[src/rtl/slope_calc.sv]
// rtl/slope_calc.sv - segment slope operand stage in front of the signed divider
//
// Accepts a segment (x0,y0)->(x1,y1), forms dx/dy, feeds non-negative
// magnitudes to the downstream divider and returns a signed fixed-point
// slope dy/dx with FRAC fraction bits.
//
// Ports:
//   clk, rst_n           clock, asynchronous active-low reset
//   in_valid, in_ready   segment handshake (in_ready high only in IDLE)
//   x0, y0, x1, y1       two's-complement endpoint coordinates
//   div_a, div_b         registered dividend / divisor to the divider
//   div_res              combinational quotient from the divider
//   out_valid, out_ready result handshake
//   slope                signed slope, FRAC fraction bits
//   vertical             dx == 0
//   overflow             slope not representable, slope saturated
module slope_calc #(
    parameter int N    = 32,
    parameter int FRAC = 8
) (
    input  logic         clk,
    input  logic         rst_n,
    input  logic         in_valid,
    output logic         in_ready,
    input  logic [N-1:0] x0,
    input  logic [N-1:0] y0,
    input  logic [N-1:0] x1,
    input  logic [N-1:0] y1,
    output logic [N-1:0] div_a,
    output logic [N-1:0] div_b,
    input  logic [N-1:0] div_res,
    output logic         out_valid,
    input  logic         out_ready,
    output logic [N-1:0] slope,
    output logic         vertical,
    output logic         overflow
);

    typedef enum logic [1:0] {
        IDLE  = 2'd0,
        DIFF  = 2'd1,
        ISSUE = 2'd2,
        DONE  = 2'd3
    } state_t;

    // |dy| at or above this bound would spill into the sign bit once
    // shifted left by FRAC.
    localparam logic [N-1:0] OVF_LIM = {{(N-1){1'b0}}, 1'b1} << (N - 1 - FRAC);
    localparam logic [N-1:0] SAT_POS = {1'b0, {(N-1){1'b1}}};
    // Negative saturation is symmetric with the positive one (-max), not
    // the most negative code.
    localparam logic [N-1:0] SAT_NEG = {1'b1, {(N-2){1'b0}}, 1'b1};

    state_t state, state_nxt;

    logic [N-1:0] x0_r, y0_r, x1_r, y1_r;
    logic         neg_r;

    logic [N-1:0] dx, dy, adx, ady;
    logic         neg, dx_zero, too_big;

    // Difference and magnitude logic, only meaningful in DIFF.
    always_comb begin
        dx      = x1_r - x0_r;
        dy      = y1_r - y0_r;
        neg     = dx[N-1] ^ dy[N-1];
        adx     = dx[N-1] ? (~dx + 1'b1) : dx;
        ady     = dy[N-1] ? (~dy + 1'b1) : dy;
        dx_zero = (dx == '0);
        // Magnitude bit N-1 still set after negation means the most negative
        // code, which has no positive counterpart.
        too_big = adx[N-1] | ady[N-1] | (ady >= OVF_LIM);
    end

    always_ff @(posedge clk or negedge rst_n) begin
        if (!rst_n) begin
            state <= IDLE;
        end else begin
            state <= state_nxt;
        end
    end

    always_comb begin
        state_nxt = state;
        in_ready  = 1'b0;
        out_valid = 1'b0;
        case (state)
            IDLE: begin
                in_ready = 1'b1;
                if (in_valid) begin
                    state_nxt = DIFF;
                end
            end
            DIFF: begin
                if (dx_zero || too_big) begin
                    state_nxt = DONE;
                end else begin
                    state_nxt = ISSUE;
                end
            end
            ISSUE: begin
                state_nxt = DONE;
            end
            DONE: begin
                out_valid = 1'b1;
                if (out_ready) begin
                    state_nxt = IDLE;
                end
            end
            default: begin
                state_nxt = IDLE;
            end
        endcase
    end

    always_ff @(posedge clk or negedge rst_n) begin
        if (!rst_n) begin
            x0_r     <= '0;
            y0_r     <= '0;
            x1_r     <= '0;
            y1_r     <= '0;
            neg_r    <= 1'b0;
            div_a    <= '0;
            div_b    <= '0;
            slope    <= '0;
            vertical <= 1'b0;
            overflow <= 1'b0;
        end else begin
            case (state)
                IDLE: begin
                    if (in_valid) begin
                        x0_r <= x0;
                        y0_r <= y0;
                        x1_r <= x1;
                        y1_r <= y1;
                    end
                end
                DIFF: begin
                    neg_r <= neg;
                    if (dx_zero) begin
                        // Divider operands deliberately left untouched.
                        vertical <= 1'b1;
                        overflow <= 1'b0;
                        slope    <= '0;
                    end else if (too_big) begin
                        vertical <= 1'b0;
                        overflow <= 1'b1;
                        slope    <= neg ? SAT_NEG : SAT_POS;
                    end else begin
                        div_a <= ady << FRAC;
                        div_b <= adx;
                    end
                end
                ISSUE: begin
                    // Quotient of magnitudes truncates, so re-applying the
                    // sign yields round-toward-zero.
                    slope    <= neg_r ? (~div_res + 1'b1) : div_res;
                    vertical <= 1'b0;
                    overflow <= 1'b0;
                end
                default: begin
                end
            endcase
        end
    end

endmodule

[config.mk]
export PLATFORM = sky130hd
export DESIGN_NAME = slope_calc
export DESIGN_NICKNAME = d
export VERILOG_FILES = /design/src/rtl/slope_calc.sv
export SDC_FILE = /design/constraint.sdc
export NUM_CORES = 1
export LEC_CHECK = 0
export ABC_CLOCK_PERIOD_IN_PS = 9500
export BUFFER_PORTS_ARGS = -buffer_cell sky130_fd_sc_hd__buf_4
export CAP_MARGIN = 20
export CORE_MARGIN = 2
export CORE_UTILIZATION = 50
export DETAILED_ROUTE_END_ITERATION = 8
export PLACE_DENSITY = 0.72
export SLEW_MARGIN = 5
export SYNTH_ARGS = -nofsm -noshare
export SYNTH_HDL_FRONTEND = slang
export SYNTH_SLANG_ARGS = --single-unit
export TNS_END_PERCENT = 10
[constraint.sdc]
create_clock -name clk -period 9.5 [get_ports clk]
set_input_delay 2.375 -clock clk [delete_from_list [all_inputs] [get_ports clk]]
set_output_delay 2.375 -clock clk [all_outputs]
set_load 0.05 [all_outputs]
After elaboration in Yosys (flattened, before gate mapping)
Index checks and enable logic that the tools add are counted.

Eq/ne operators: 6. Multiplexer cells: 19. Reduce and logical (&&, ||, !) cells: 8. Bitwise logic cells: 8. Magnitude comparators: 1. Add/sub/neg operators: 5.

Operator list (number): $mux W32 (6); $add A32 B1 Y32 const B (3); $not A32 Y32 (3); $pmux W32 S2 (1); $sub A32 B32 Y32 (2); $ge A32 B24 Y1 const B (1); $logic_not A32 Y1 (1); $pmux W2 S4 (1); $mux W1 (7); $reduce_and A2 Y1 (3); $eq A2 B2 Y1 const B (2); $mux W2 (2); $ne A2 B2 Y1 const B (2); $pmux W1 S2 (2); $ne A3 B3 Y1 const B (1); $reduce_and A3 Y1 (1); $eq A2 B1 Y1 const B (1); $logic_not A2 Y1 (1); $not A1 Y1 (2); $or A1 B1 Y1 (2); $reduce_bool A2 Y1 (1); $logic_or A1 B1 Y1 (1); $xor A1 B1 Y1 (1).

Input bits: 164. Word-level logic and storage cells: 58. Register bits: 221.

Logic depth before layout (Yosys ltp)
Depth after elaboration: 9. Gate-level depth with buffers: 20.

Least setup slack after synthesis
Ideal clock, no wire load.

Kind: reg2reg. Start: register y1_r[0]. End: register div_a[10]. Setup slack: 4.847 ns. Setup time: 0.127 ns. Cell stages (with the launch flop): 19. Data required time: 9.373 ns. Path buffers: 2. Data arrival time: 4.525 ns. Cells stage by stage: dfrtp_1 > inv_1 > ha_1 > inv_1 > fa_1 > a211oi_2 > o31ai_4 > and2_4 > or3_1 > a222oi_1 > nand3_1 > or4_4 > o211ai_2 > o211ai_1 > or3_1 > buf_6 > nor2_8 > buf_12 > mux2_1.

Cells in the longest elaborated chain, start to end: 8.

Ends and longest elaborated chain: from (decl) (line 56) `logic [N-1:0] x0_r, y0_r, x1_r, y1_r;`; from (signal assigned) (line 135) `y1_r <= y1;`; $sub A32 B32 Y32 (*) (line 65) `dy = y1_r - y0_r;`; $not A32 Y32 (line 68) `ady = dy[N-1] ? (~dy + 1'b1) : dy;`; $add A32 B1 Y32 (line 68); $mux W32 (*) (line 68); $ge A32 B24 Y1 or $or A1 B1 Y1 (tied branches) (line 72) `too_big = adx[N-1] | ady[N-1] | (ady >= OVF_LIM);`; $or A1 B1 Y1 (line 72); $not A1 Y1 (no line); $reduce_and A3 Y1 (no line); to (signal assigned) (line 150) `div_a <= ady << FRAC;`; to (decl) (line 29) `output logic [N-1:0] div_a,`.

Mark *: on every way between the ends. The rest lies on a longest branch, timed or not. A chain may end at the register's enable or synchronous reset.

Worst setup path in the final report
Start: register y1_r[0]. End: register div_b[28].

Cells in the longest elaborated chain, start to end: 8.

Ends and longest elaborated chain: $sub A32 B32 Y32 (*) (line 65); $not A32 Y32 (line 68); $add A32 B1 Y32 (line 68); $mux W32 (*) (line 68); $ge A32 B24 Y1 or $or A1 B1 Y1 (tied branches) (line 72); $or A1 B1 Y1 (*) (line 72); $not A1 Y1 (no line) (*); $reduce_and A3 Y1 (no line) (*); to (signal assigned) (line 124) `div_b <= '0;`; to (signal assigned) (line 151) `div_b <= adx;`; to (decl) (line 30) `output logic [N-1:0] div_b,`.

Marks and branches as above.

==> qor.txt <==
======================================================================================
Most used flip-flop cell after synthesis                                  sky130_fd_sc_hd__dfrtp_1
Timing-limited maximum frequency                                             0.159 GHz
Number of standard-cell rows in the floorplan                                       64
Type of the worst setup path                                                   reg2reg
Total congestion overflow after global routing                                       0
Die Y                                                                           179 µm
Num CTS Buffers                                                                     26
Number of pins exceeding their max-slew limit in the final report                    0
Number of buffers inserted by port buffering                                       255
Setup repair after global routing missed its margin                                 no
Clock slew at the register clock pins of the worst setup and hold paths        0.06 ns
Wire length on met1                                                           18900 µm
Final count of negative-setup-slack endpoints                                        0
Total via count after detailed routing                                           12900
Filler Cells Inserted                                                             2667
Vias in the first global route                                                   12400
Fraction of final layout cells sized beyond drive strength 1                     28.5%
Length of routed met2 wiring                                                  19200 µm
Combined global-route utilization of all metal layers                            25.5%
Hold Path Stages                                                                     1
Worst min-delay path category                                                  reg2reg
Num Clock Sinks                                                                    221
Core area                                                                    30400 µm²
GPL Wtd Cong                                                                     0.944
Deepest clock path buffer count                                                      3
DRC errors left                                                                      0
Cells after Synth                                                                 1561
Leading cell type in the layout, fill and taps excluded                   sky130_fd_sc_hd__buf_4
Result of the run                                                         complete, no violations
Max-capacitance violation count                                                      0
Number of register bits inferred by synthesis                                      221
Routed wire per std cell                                                       19.1 µm
Hold Startpoint                                                              slope[31]
Worst slew margin                                                                28.2%
Post-CTS setup repair buffer count                                                   0
Number of detailed-route iterations in the first pass                                5
Share of synthesized area occupied by flip-flops and latches                     36.0%
Count of cells along the worst register-to-register path                            17
Most used cells in the layout excluding fill and tap cells                sky130_fd_sc_hd__buf_4 (261), sky130_fd_sc_hd__dfrtp_1 (221), sky130_fd_sc_hd__mux2_2 (131)
Initial antenna violation count                                                      1
Aggregate negative setup slack                                                    0 ns
Post-cts hold buffer count                                                           0
Initial standard-cell utilization of the core                                    50.5%
Distinct cells, synth                                                               84
Worst-margin pin slew                                                          1.07 ns
Worst hold endpoint                                                          slope[31]
Net count reported at finish                                                      2013
Post-synthesis instance area                                                 15400 µm²
Arrival @ worst endpoint                                                       6.72 ns
Clock tree root buffer cell                                               sky130_fd_sc_hd__clkbuf_16
Worst setup skew after layout                                                0.0171 ns
Flop-to-flop setup slack                                                       3.20 ns
Final hold violation count                                                           0
RR Endpoint                                                                  div_b[28]
Top-level I/O count                                                                264
Clock latency reported for the late side of the worst-skew pair                0.54 ns
Post-synth EDFFs                                                                     0
Wire length of the first global-routing pass                                  65300 µm
Number of DRC markers after the initial detailed-route iteration                   931
Vias/cell                                                                         5.87
Total detailed-routing wirelength                                             41900 µm
Met3 wirelength from detailed routing                                          2770 µm
Count of antenna-violating nets left after detailed routing                          0
Share of async-settable or async-resettable flops after synthesis                 100%
Die area                                                                     32100 µm²
Die extent in x                                                                 179 µm
H-tree lvl count                                                                     1
Maximum number of pins on one net before global-route repair                        78
Endpoint kind of the worst setup timing path                                      flop
Number of cells upsized or downsized after cts                                       0
Yosys warns                                                                          0
Highest Signal Layer                                                              met4
Layout overhead on the synthesized area                                          19.0%
Fin crit period                                                                6.30 ns
Average instance area after synthesis                                         9.84 µm²
Data required time at the worst endpoint                                       9.92 ns
Launching point of the worst reg2reg path                                      y1_r[0]
Maximum fanout along the worst path                                                 62
Setup crit start kind                                                             flop
Final period util                                                                66.3%
TritonCTS clock tree                                                              done
Post-DP HPWL                                                                  32200 µm
======================================================================================
metal layers:
metal | GRT usage (%) | vias to the layer above
met3 | 4.41 | 64
met4 | 6.79 | 0
met1 | 35.0 | 6318
met5 | 0 | -
li1 | - | 6102
met2 | 41.5 | 391
area by class of cell:
type	count	area [µm²]	share of cell area [%]
Sequential cell	221	5530	30.3
Clock buffer	39	801	4.38
Inverter	83	312	1.70
Tap cell	396	495	2.71
Timing Repair Buffer	262	1970	10.8
Antenna cell	1	2.50	0.0137
Clock inverter	7	72.6	0.397
Multi-Input combinational cell	1184	9090	49.7
Yosys cell counts, types with 9 or more instances:
cell	number	share of area (%)
sky130_fd_sc_hd__nand3_1	25	0.81
sky130_fd_sc_hd__and2_1	12	0.49
sky130_fd_sc_hd__or3_1	20	0.81
sky130_fd_sc_hd__nor2_1	78	1.9
sky130_fd_sc_hd__a21oi_1	90	2.9
sky130_fd_sc_hd__xor2_1	26	1.5
sky130_fd_sc_hd__ha_1	69	5.6
sky130_fd_sc_hd__a211oi_1	10	0.49
sky130_fd_sc_hd__o21ai_0	73	2.4
sky130_fd_sc_hd__a31oi_1	11	0.45
sky130_fd_sc_hd__a21boi_0	30	1.5
sky130_fd_sc_hd__o211ai_1	11	0.54
sky130_fd_sc_hd__o21a_1	11	0.54
sky130_fd_sc_hd__o211a_1	9	0.59
sky130_fd_sc_hd__clkbuf_1	49	1.2
sky130_fd_sc_hd__nand2b_1	12	0.49
sky130_fd_sc_hd__and3_1	9	0.37
sky130_fd_sc_hd__nor4_1	12	0.49
sky130_fd_sc_hd__a21o_1	26	1.3
sky130_fd_sc_hd__and4_1	9	0.51
sky130_fd_sc_hd__nor3_1	30	0.98
sky130_fd_sc_hd__mux2i_1	9	0.59
sky130_fd_sc_hd__mux2_4	45	4.4
sky130_fd_sc_hd__dfrtp_1	221	36
sky130_fd_sc_hd__xnor2_1	97	5.5
sky130_fd_sc_hd__nand2_1	114	2.8
sky130_fd_sc_hd__inv_1	83	2.0
sky130_fd_sc_hd__o2bb2ai_1	33	1.9
sky130_fd_sc_hd__or2_2	11	0.45
sky130_fd_sc_hd__mux2_2	131	9.6
sky130_fd_sc_hd__o31ai_1	16	0.78
sky130_fd_sc_hd__a22oi_1	9	0.44
sky130_fd_sc_hd__nand4_1	21	0.86
logic make-up after synthesis:
logic type | count (synthesis) | synth area share, %
buffers and inverters | 163 | 5.07
flip-flops | 221 | 36.0
AND/OR/NAND/NOR | 387 | 12.8
adder cells (fa/ha/maj) | 71 | 5.88
other | 1 | 0.0244
multiplexers | 189 | 14.9
XOR/XNOR | 123 | 7.01
AO/OA/AOI/OAI | 406 | 18.3
worst max-delay path by stage:
stage               cells after the start    start  slack [ns]         to
floorplan                              18  y1_r[0]        4.85  div_a[10]
global placement                       17  y1_r[0]        3.40  div_b[29]
detailed placement                     17  y1_r[0]        3.23  div_b[29]
CTS                                    17  y1_r[0]        3.22  div_b[28]
global route                           17  y1_r[0]        2.82  div_b[28]
finish                                 17  y1_r[0]        3.20  div_b[28]
stage by stage:
stage	cell area (µm²)	instances	setup WS (ns)	utilization [%]	hold WS, ns
6_report	18300	2193	3.20	60.1	0.487
5_1_grt	18300	2192	2.82	60.1	0.509
4_1_cts	18300	2192	3.22	60.1	0.493
3_5_place_dp	17400	2146	3.23	57.2	0.475
3_3_place_gp	17400	2146	3.40	57.2	0.472
2_1_floorplan	15400	1568	4.85	-	0.479
state kept, by name, indices dropped and copies added (netlist names):
| name | count |
|---|---|
| neg_r | 1 |
| vertical | 1 |
| slope | 32 |
| x1_r | 32 |
| overflow | 1 |
| div_b | 32 |
| y1_r | 32 |
| y0_r | 32 |
| div_a | 24 |
| state | 2 |
| x0_r | 32 |
worst max-delay path: stages (launching register included):
cell and delay (ns):
sky130_fd_sc_hd__dfrtp_1 0.37, sky130_fd_sc_hd__inv_1 0.05, sky130_fd_sc_hd__ha_1 0.17, sky130_fd_sc_hd__inv_1 0.06, sky130_fd_sc_hd__fa_1 0.41, sky130_fd_sc_hd__a211oi_2 0.33, sky130_fd_sc_hd__nor2_1 0.11, sky130_fd_sc_hd__xnor2_1 0.53
sky130_fd_sc_hd__nand4_1 0.21, sky130_fd_sc_hd__nor4_1 0.45, sky130_fd_sc_hd__nand3_1 0.22, sky130_fd_sc_hd__or4_4 0.59, sky130_fd_sc_hd__o211ai_2 0.15, sky130_fd_sc_hd__o211ai_1 0.10, sky130_fd_sc_hd__or3_1 0.52, sky130_fd_sc_hd__nor2_8 0.88
sky130_fd_sc_hd__buf_4 0.58, sky130_fd_sc_hd__mux2_2 0.39
Power is left out: the tool's default activity adds up to more than one toggle a clock period on the data nets, which glitch-free logic cannot reach.
